$ cat src/rtl/fir_sym_mac_if.sv
// rtl/fir_sym_mac_if.sv - sample, coefficient and result signals of the symmetric FIR
interface fir_sym_mac_if #(
  parameter int DW   = 12,
  parameter int CW   = 12,
  parameter int NTAP = 32
) ();
  localparam int CAW = $clog2(NTAP / 2);

  logic                 en;
  logic                 f_s;
  logic signed [DW-1:0] din;
  logic                 cf_we;
  logic [CAW-1:0]       cf_addr;
  logic signed [CW-1:0] cf_wdata;
  logic signed [DW-1:0] dout;
  logic                 dout_valid;
  logic                 busy;
  logic                 overrun;

  modport master (output en, f_s, din, cf_we, cf_addr, cf_wdata,
                  input  dout, dout_valid, busy, overrun);
  modport slave  (input  en, f_s, din, cf_we, cf_addr, cf_wdata,
                  output dout, dout_valid, busy, overrun);
endinterface

$ cat src/rtl/fir_sym_mac.sv
// rtl/fir_sym_mac.sv - time-multiplexed symmetric FIR, one folded tap pair per clock
module fir_sym_mac #(
  parameter int DW     = 12,
  parameter int CW     = 12,
  parameter int NTAP   = 32,
  parameter int OSHIFT = 15,
  parameter int ACCW   = DW + CW + 1 + $clog2(NTAP / 2)
) (
  input logic          clk,
  input logic          rst,
  fir_sym_mac_if.slave bus
);
  localparam int HALF = NTAP / 2;
  localparam int AW   = $clog2(NTAP);
  localparam int CAW  = $clog2(HALF);
  localparam int PW   = DW + CW + 1;
  localparam int DW1  = DW + 1;
  localparam int ACW1 = ACCW + 1;
  localparam logic signed [ACCW:0] RBIAS = ACW1'(2 ** (OSHIFT - 1));
  localparam logic signed [ACCW:0] MAXV  = ACW1'(2 ** (DW - 1) - 1);
  localparam logic signed [ACCW:0] MINV  = ACW1'(-(2 ** (DW - 1)));

  typedef enum logic [1:0] {IDLE, MAC, ROUND, OUT} state_t;
  state_t state, state_nxt;

  logic                   pl0, pl1, start;
  logic signed [DW-1:0]   xbuf [NTAP];
  logic signed [CW-1:0]   coef [HALF];
  logic [AW-1:0]          wptr, rd_new, rd_old;
  logic [CAW-1:0]         idx;
  logic signed [ACCW-1:0] acc;
  logic signed [DW:0]     pre;
  logic signed [PW-1:0]   prod;
  logic signed [ACCW:0]   rsum, rsh;
  logic signed [DW-1:0]   dout_q, sat;
  logic                   dout_valid_q, overrun_q;

  assign start = pl0 & ~pl1 & bus.en;

  // pair i reads x[n-i] at wptr-1-i and its mirror x[n-(NTAP-1-i)] at wptr+i
  assign rd_new = wptr - AW'(1) - AW'(idx);
  assign rd_old = wptr + AW'(idx);
  assign pre    = DW1'(xbuf[rd_new]) + DW1'(xbuf[rd_old]);
  assign prod   = PW'(pre) * PW'(coef[idx]);
  assign rsum   = ACW1'(acc) + RBIAS;
  assign rsh    = rsum >>> OSHIFT;

  always_comb begin
    sat = rsh[DW-1:0];
    if (rsh > MAXV)
      sat = MAXV[DW-1:0];
    else if (rsh < MINV)
      sat = MINV[DW-1:0];
  end

  always_ff @(posedge clk) begin
    if (!rst)
      state <= IDLE;
    else
      state <= state_nxt;
  end

  always_comb begin
    state_nxt = state;
    case (state)
      IDLE:    if (start) state_nxt = MAC;
      MAC:     if (idx == CAW'(HALF - 1)) state_nxt = ROUND;
      ROUND:   state_nxt = OUT;
      OUT:     state_nxt = IDLE;
      default: state_nxt = IDLE;
    endcase
  end

  always_ff @(posedge clk) begin
    if (!rst) begin
      pl0          <= 1'b0;
      pl1          <= 1'b0;
      wptr         <= '0;
      idx          <= '0;
      acc          <= '0;
      dout_q       <= '0;
      dout_valid_q <= 1'b0;
      overrun_q    <= 1'b0;
      for (int k = 0; k < NTAP; k++) xbuf[k] <= '0;
      for (int k = 0; k < HALF; k++) coef[k] <= '0;
    end else begin
      pl0          <= bus.f_s;
      pl1          <= pl0;
      dout_valid_q <= 1'b0;
      if (start && state != IDLE)
        overrun_q <= 1'b1;
      case (state)
        IDLE: begin
          if (bus.cf_we)
            coef[bus.cf_addr] <= bus.cf_wdata;
          if (start) begin
            xbuf[wptr] <= bus.din;
            wptr       <= wptr + AW'(1);
            acc        <= '0;
            idx        <= '0;
          end
        end
        MAC: begin
          acc <= acc + ACCW'(prod);
          idx <= idx + CAW'(1);
        end
        // dout and its strobe land together so both are visible during OUT
        ROUND: begin
          dout_q       <= sat;
          dout_valid_q <= 1'b1;
        end
        default: ;
      endcase
    end
  end

  assign bus.dout       = dout_q;
  assign bus.dout_valid = dout_valid_q;
  assign bus.busy       = (state != IDLE);
  assign bus.overrun    = overrun_q;
endmodule

$ cat src/flat_wrapper.sv
// flat-port wrapper written by rule: the top's interface ports become plain ports
module fir_sym_mac_flat 
#(
  parameter int DW     = 12,
  parameter int CW     = 12,
  parameter int NTAP   = 32,
  parameter int OSHIFT = 15,
  parameter int ACCW   = DW + CW + 1 + $clog2(NTAP / 2)
)
  (clk, rst, bus_en, bus_f_s, bus_din, bus_cf_we, bus_cf_addr, bus_cf_wdata, bus_dout, bus_dout_valid, bus_busy, bus_overrun);
  fir_sym_mac_if #(.DW(DW), .CW(CW), .NTAP(NTAP)) bus_i ();
  input logic clk;
  input logic rst;
  input wire logic [$bits(bus_i.en)-1:0] bus_en;
  input wire logic [$bits(bus_i.f_s)-1:0] bus_f_s;
  input wire logic [$bits(bus_i.din)-1:0] bus_din;
  input wire logic [$bits(bus_i.cf_we)-1:0] bus_cf_we;
  input wire logic [$bits(bus_i.cf_addr)-1:0] bus_cf_addr;
  input wire logic [$bits(bus_i.cf_wdata)-1:0] bus_cf_wdata;
  output wire logic [$bits(bus_i.dout)-1:0] bus_dout;
  output wire logic [$bits(bus_i.dout_valid)-1:0] bus_dout_valid;
  output wire logic [$bits(bus_i.busy)-1:0] bus_busy;
  output wire logic [$bits(bus_i.overrun)-1:0] bus_overrun;
  assign bus_i.en = bus_en;
  assign bus_i.f_s = bus_f_s;
  assign bus_i.din = bus_din;
  assign bus_i.cf_we = bus_cf_we;
  assign bus_i.cf_addr = bus_cf_addr;
  assign bus_i.cf_wdata = bus_cf_wdata;
  assign bus_dout = bus_i.dout;
  assign bus_dout_valid = bus_i.dout_valid;
  assign bus_busy = bus_i.busy;
  assign bus_overrun = bus_i.overrun;
  fir_sym_mac #(.DW(DW), .CW(CW), .NTAP(NTAP), .OSHIFT(OSHIFT), .ACCW(ACCW)) u_core (.clk(clk), .rst(rst), .bus(bus_i));
endmodule
$ cat config.mk
export PLATFORM = sky130hd
export DESIGN_NAME = fir_sym_mac_flat
export DESIGN_NICKNAME = d
export VERILOG_FILES = /design/src/rtl/fir_sym_mac_if.sv /design/src/rtl/fir_sym_mac.sv /design/src/flat_wrapper.sv
export SDC_FILE = /design/constraint.sdc
export NUM_CORES = 1
export LEC_CHECK = 0
export BUFFER_PORTS_ARGS = -buffer_cell sky130_fd_sc_hd__buf_2
export CAP_MARGIN = 10
export CORE_MARGIN = 3
export CORE_UTILIZATION = 30
export DETAILED_ROUTE_END_ITERATION = 8
export GPL_TIMING_DRIVEN = 0
export PLACE_DENSITY = 0.54
export SYNTH_ARGS = -nofsm -noshare
export SYNTH_HDL_FRONTEND = slang
export SYNTH_SLANG_ARGS = --single-unit
$ cat constraint.sdc
create_clock -name clk -period 20.8 [get_ports clk]
set_clock_uncertainty 0.05 [all_clocks]
set_input_delay 4.16 -clock clk [delete_from_list [all_inputs] [get_ports clk]]
set_output_delay 4.16 -clock clk [all_outputs]
set_load 0.02 [all_outputs]
==> summary.txt <==
Floorplanning
  – Die X: 370 um
  – Placeable core region: roughly 130000 um2
  – Ports: between 40 and 50
  – Die Area: about 140000 um2
  – Initial Util: a little under a third
  – Die Y: between 300 and 400 um
  – Std-Cell Rows: ~130

Yosys
  – FFs w/ async S/R, synth: 0%
  – Main synth FF type: edfxtp_1
  – Post-synthesis sequential area ratio: between 40% and 50%
  – Synth Area per Inst: ~13 um2
  – Ys Warns: 0
  – Syn nets: ~3300
  – EDFF count, synth: between 500 and 600
  – Flops & latches, synth: between 600 and 700
  – Yosys cell types: a little over 60
  – Synth Instances: between 2000 and 3000
  – Cell Area, Synth: approximately 40000 um2

CTS
  – CTS H-tree lvls: 3
  – Hold Buf Count CTS: 0
  – Num CTS Buffers: 75
  – Clk Latency, worst-skew pair: around 0.66 ns
  – Clock buffer depth: 3
  – Clock-pin slew on the worst setup and hold paths: roughly 0.070 ns
  – CTS tree: done
  – Clk sinks: 636
  – Total setup buffers inserted after CTS: 0
  – Clk root buf: clkbuf_16
  – Post-CTS Resized: 0

Detailed routing
  – WL/cell: roughly 24 um
  – Routed Antenna Nets: 0
  – Routed WL: around 120000 um
  – TritonRoute pass-1 iters: 5
  – Violation count after the first detailed-route iteration: 2332
  – Via Count: between 20000 and 25000
  – DR DRC count: 0
  – Vias per cell: 5.03

GRT
  – Vias in the first global route: 25696
  – Global-route wire length before repair: approximately 180000 um
  – Tot GR Track Use: roughly 17%
  – GRT overflow: 0
  – Initial antenna violation count: 12
  – Largest net degree at the start of global routing: 16

STA
  – WHS: 0.414 ns
  – Slew @ Worst Pin: ~1.2 ns
  – Final setup fails: 0
  – Worst slew margin: 18.2%
  – RSZ-0062 raised after global routing: no
  – Setup TNS: 0 ns
  – Final hold vios: 0
  – Crit path time final: around 12 ns
  – Max-slew violation count: 0
  – Final worst path period share: around 58%
  – Max Clock Freq: between 0.08 and 0.09 GHz

Setup path
  – Largest stage delay on the critical path: between 0.7 and 0.8 ns
  – Nature of the critical path startpoint: register
  – Max FO, Critical Path: 14
  – Type of the worst setup path: register to register
  – Critical path arrival: ~13 ns
  – Data required time of the critical path: around 21 ns
  – CP max-delay cell: clkbuf_1
  – Crit-path most repeated cell: fa_1
  – Crit path capture type: register

Placement
  – Port-buffer cells: between 40 and 50
  – DP HPWL: between 90000 and 100000 um
  – Gpl congestion: ~0.98

Hold path
  – Worst hold path type: register to register

Job
  – MaxCap Viol Count: 0

Finish
  – Final Net Count: about 3500
  – Fin util: between 30% and 40%
  – Share of layout cells above drive strength 1: 18.4%
  – Area Overhead vs Synth: 12.8%

Status
  – Run status: complete, no violations
[cells in the mapped netlist (all sizes together) (38+ instances only)]
master | n | area [um2]
and2 | 602 | 3770
nor2 | 124 | 465
edfxtp | 576 | 17300
buf | 51 | 295
mux4 | 293 | 6600
xnor2 | 42 | 368
nand2 | 139 | 522
inv | 209 | 785
ha | 106 | 1330
clkbuf | 167 | 628
o21ai | 101 | 505
fa | 194 | 3880
a21oi | 38 | 190
dfxtp | 60 | 1200
[area by class of cell]
cell class / instances / area, um2
fill: 12808 / 86700
multi-input combinational: 1901 / 19700
sequential: 636 / 18500
tap: 1755 / 2200
clock buffer: 88 / 1930
buffer: 218 / 923
inverter: 209 / 785
timing repair buffer: 86 / 566
clock inverter: 43 / 392
antenna: 5 / 12.5
[layer usage]
metal  wire, um  GRT usage, %  vias up
met5          0             0        -
met4       4530          6.78        0
li1           -             -    10876
met1      51200          24.2    12837
met2      54000          27.1      950
met3       8580          2.92      173
[sequential cells by signal, indices dropped and copies added, names as in the netlist, named ones only]
name,count
u_core.xbuf,384
u_core.coef,192
u_core.acc,29
u_core.bus.dout,12
u_core.wptr,5
u_core.idx,4
u_core.state,2
u_core.bus.dout_valid,1
u_core.bus.overrun,1
u_core.pl0,1
u_core.pl1,1
[final timing paths]
kind,endpoint,from,cells past startpoint,slack [ns]
hold reg to reg,u_core.pl1$_SDFF_PN0_,u_core.pl0$_SDFF_PN0_,1,0.41
hold / removal,u_core.pl1$_SDFF_PN0_,u_core.pl0$_SDFF_PN0_,1,0.41
setup / recovery,u_core.acc[25]$_SDFFE_PN0P_,u_core.idx[0]$_SDFFE_PN0P_,33,8.77
setup reg to reg,u_core.acc[25]$_SDFFE_PN0P_,u_core.idx[0]$_SDFFE_PN0P_,33,8.77
[placed cells by master (no fill, tap or decap), types with 12 or more instances in the layout]
| master | n |
|---|---|
| a21o_1 | 18 |
| a21oi_1 | 38 |
| a22oi_1 | 16 |
| and2_1 | 601 |
| buf_2 | 82 |
| buf_4 | 43 |
| clkbuf_1 | 179 |
| clkbuf_16 | 75 |
| clkinv_1 | 12 |
| dfxtp_1 | 60 |
| edfxtp_1 | 576 |
| fa_1 | 194 |
| ha_1 | 106 |
| inv_1 | 209 |
| mux2_2 | 32 |
| mux4_2 | 292 |
| nand2_1 | 139 |
| nand2b_1 | 32 |
| nand3_1 | 17 |
| nor2_1 | 124 |
| nor2b_1 | 27 |
| nor3_1 | 12 |
| o21ai_0 | 55 |
| o21ai_1 | 39 |
| xnor2_1 | 42 |
| xor2_1 | 21 |
[critical path, delay by kind of cell, from the launching register on]
family          cells  cell delay [ns]
compound gates     10             2.58
mux                 4             1.49
flops               1             0.44
fa+ha+maj          10             4.16
simple gates        3             0.52
buf+inv             6             2.66
[per-stage QoR]
step | instances | worst slack (ns) | area (um2)
finish | 4941 | 8.77 | 45000
global placement | 4766 | 8.85 | 42300
detailed placement | 4804 | 8.84 | 42600
floorplan | 2964 | 10.89 | 39800
CTS | 4935 | 8.77 | 44900
global route | 4936 | 8.18 | 45000
[logic make-up (layout without fill, tap and decap cells)]
kind of cell             after synthesis  in the layout  share of synthesized area [%]
AND/OR/NAND/NOR                      986            986                           13.8
flip-flops                           636            636                           46.4
buffers and inverters                427            644                           4.29
multiplexers                         335            335                           17.7
adder cells (fa/ha/maj)              300            300                           13.1
AO/OA/AOI/OAI                        217            217                           3.33
XOR/XNOR                              63             63                           1.38
other                                  0              5                              0
Power is left out: the tool's default activity adds up to more than one toggle a clock period on the data nets, which glitch-free logic cannot reach.
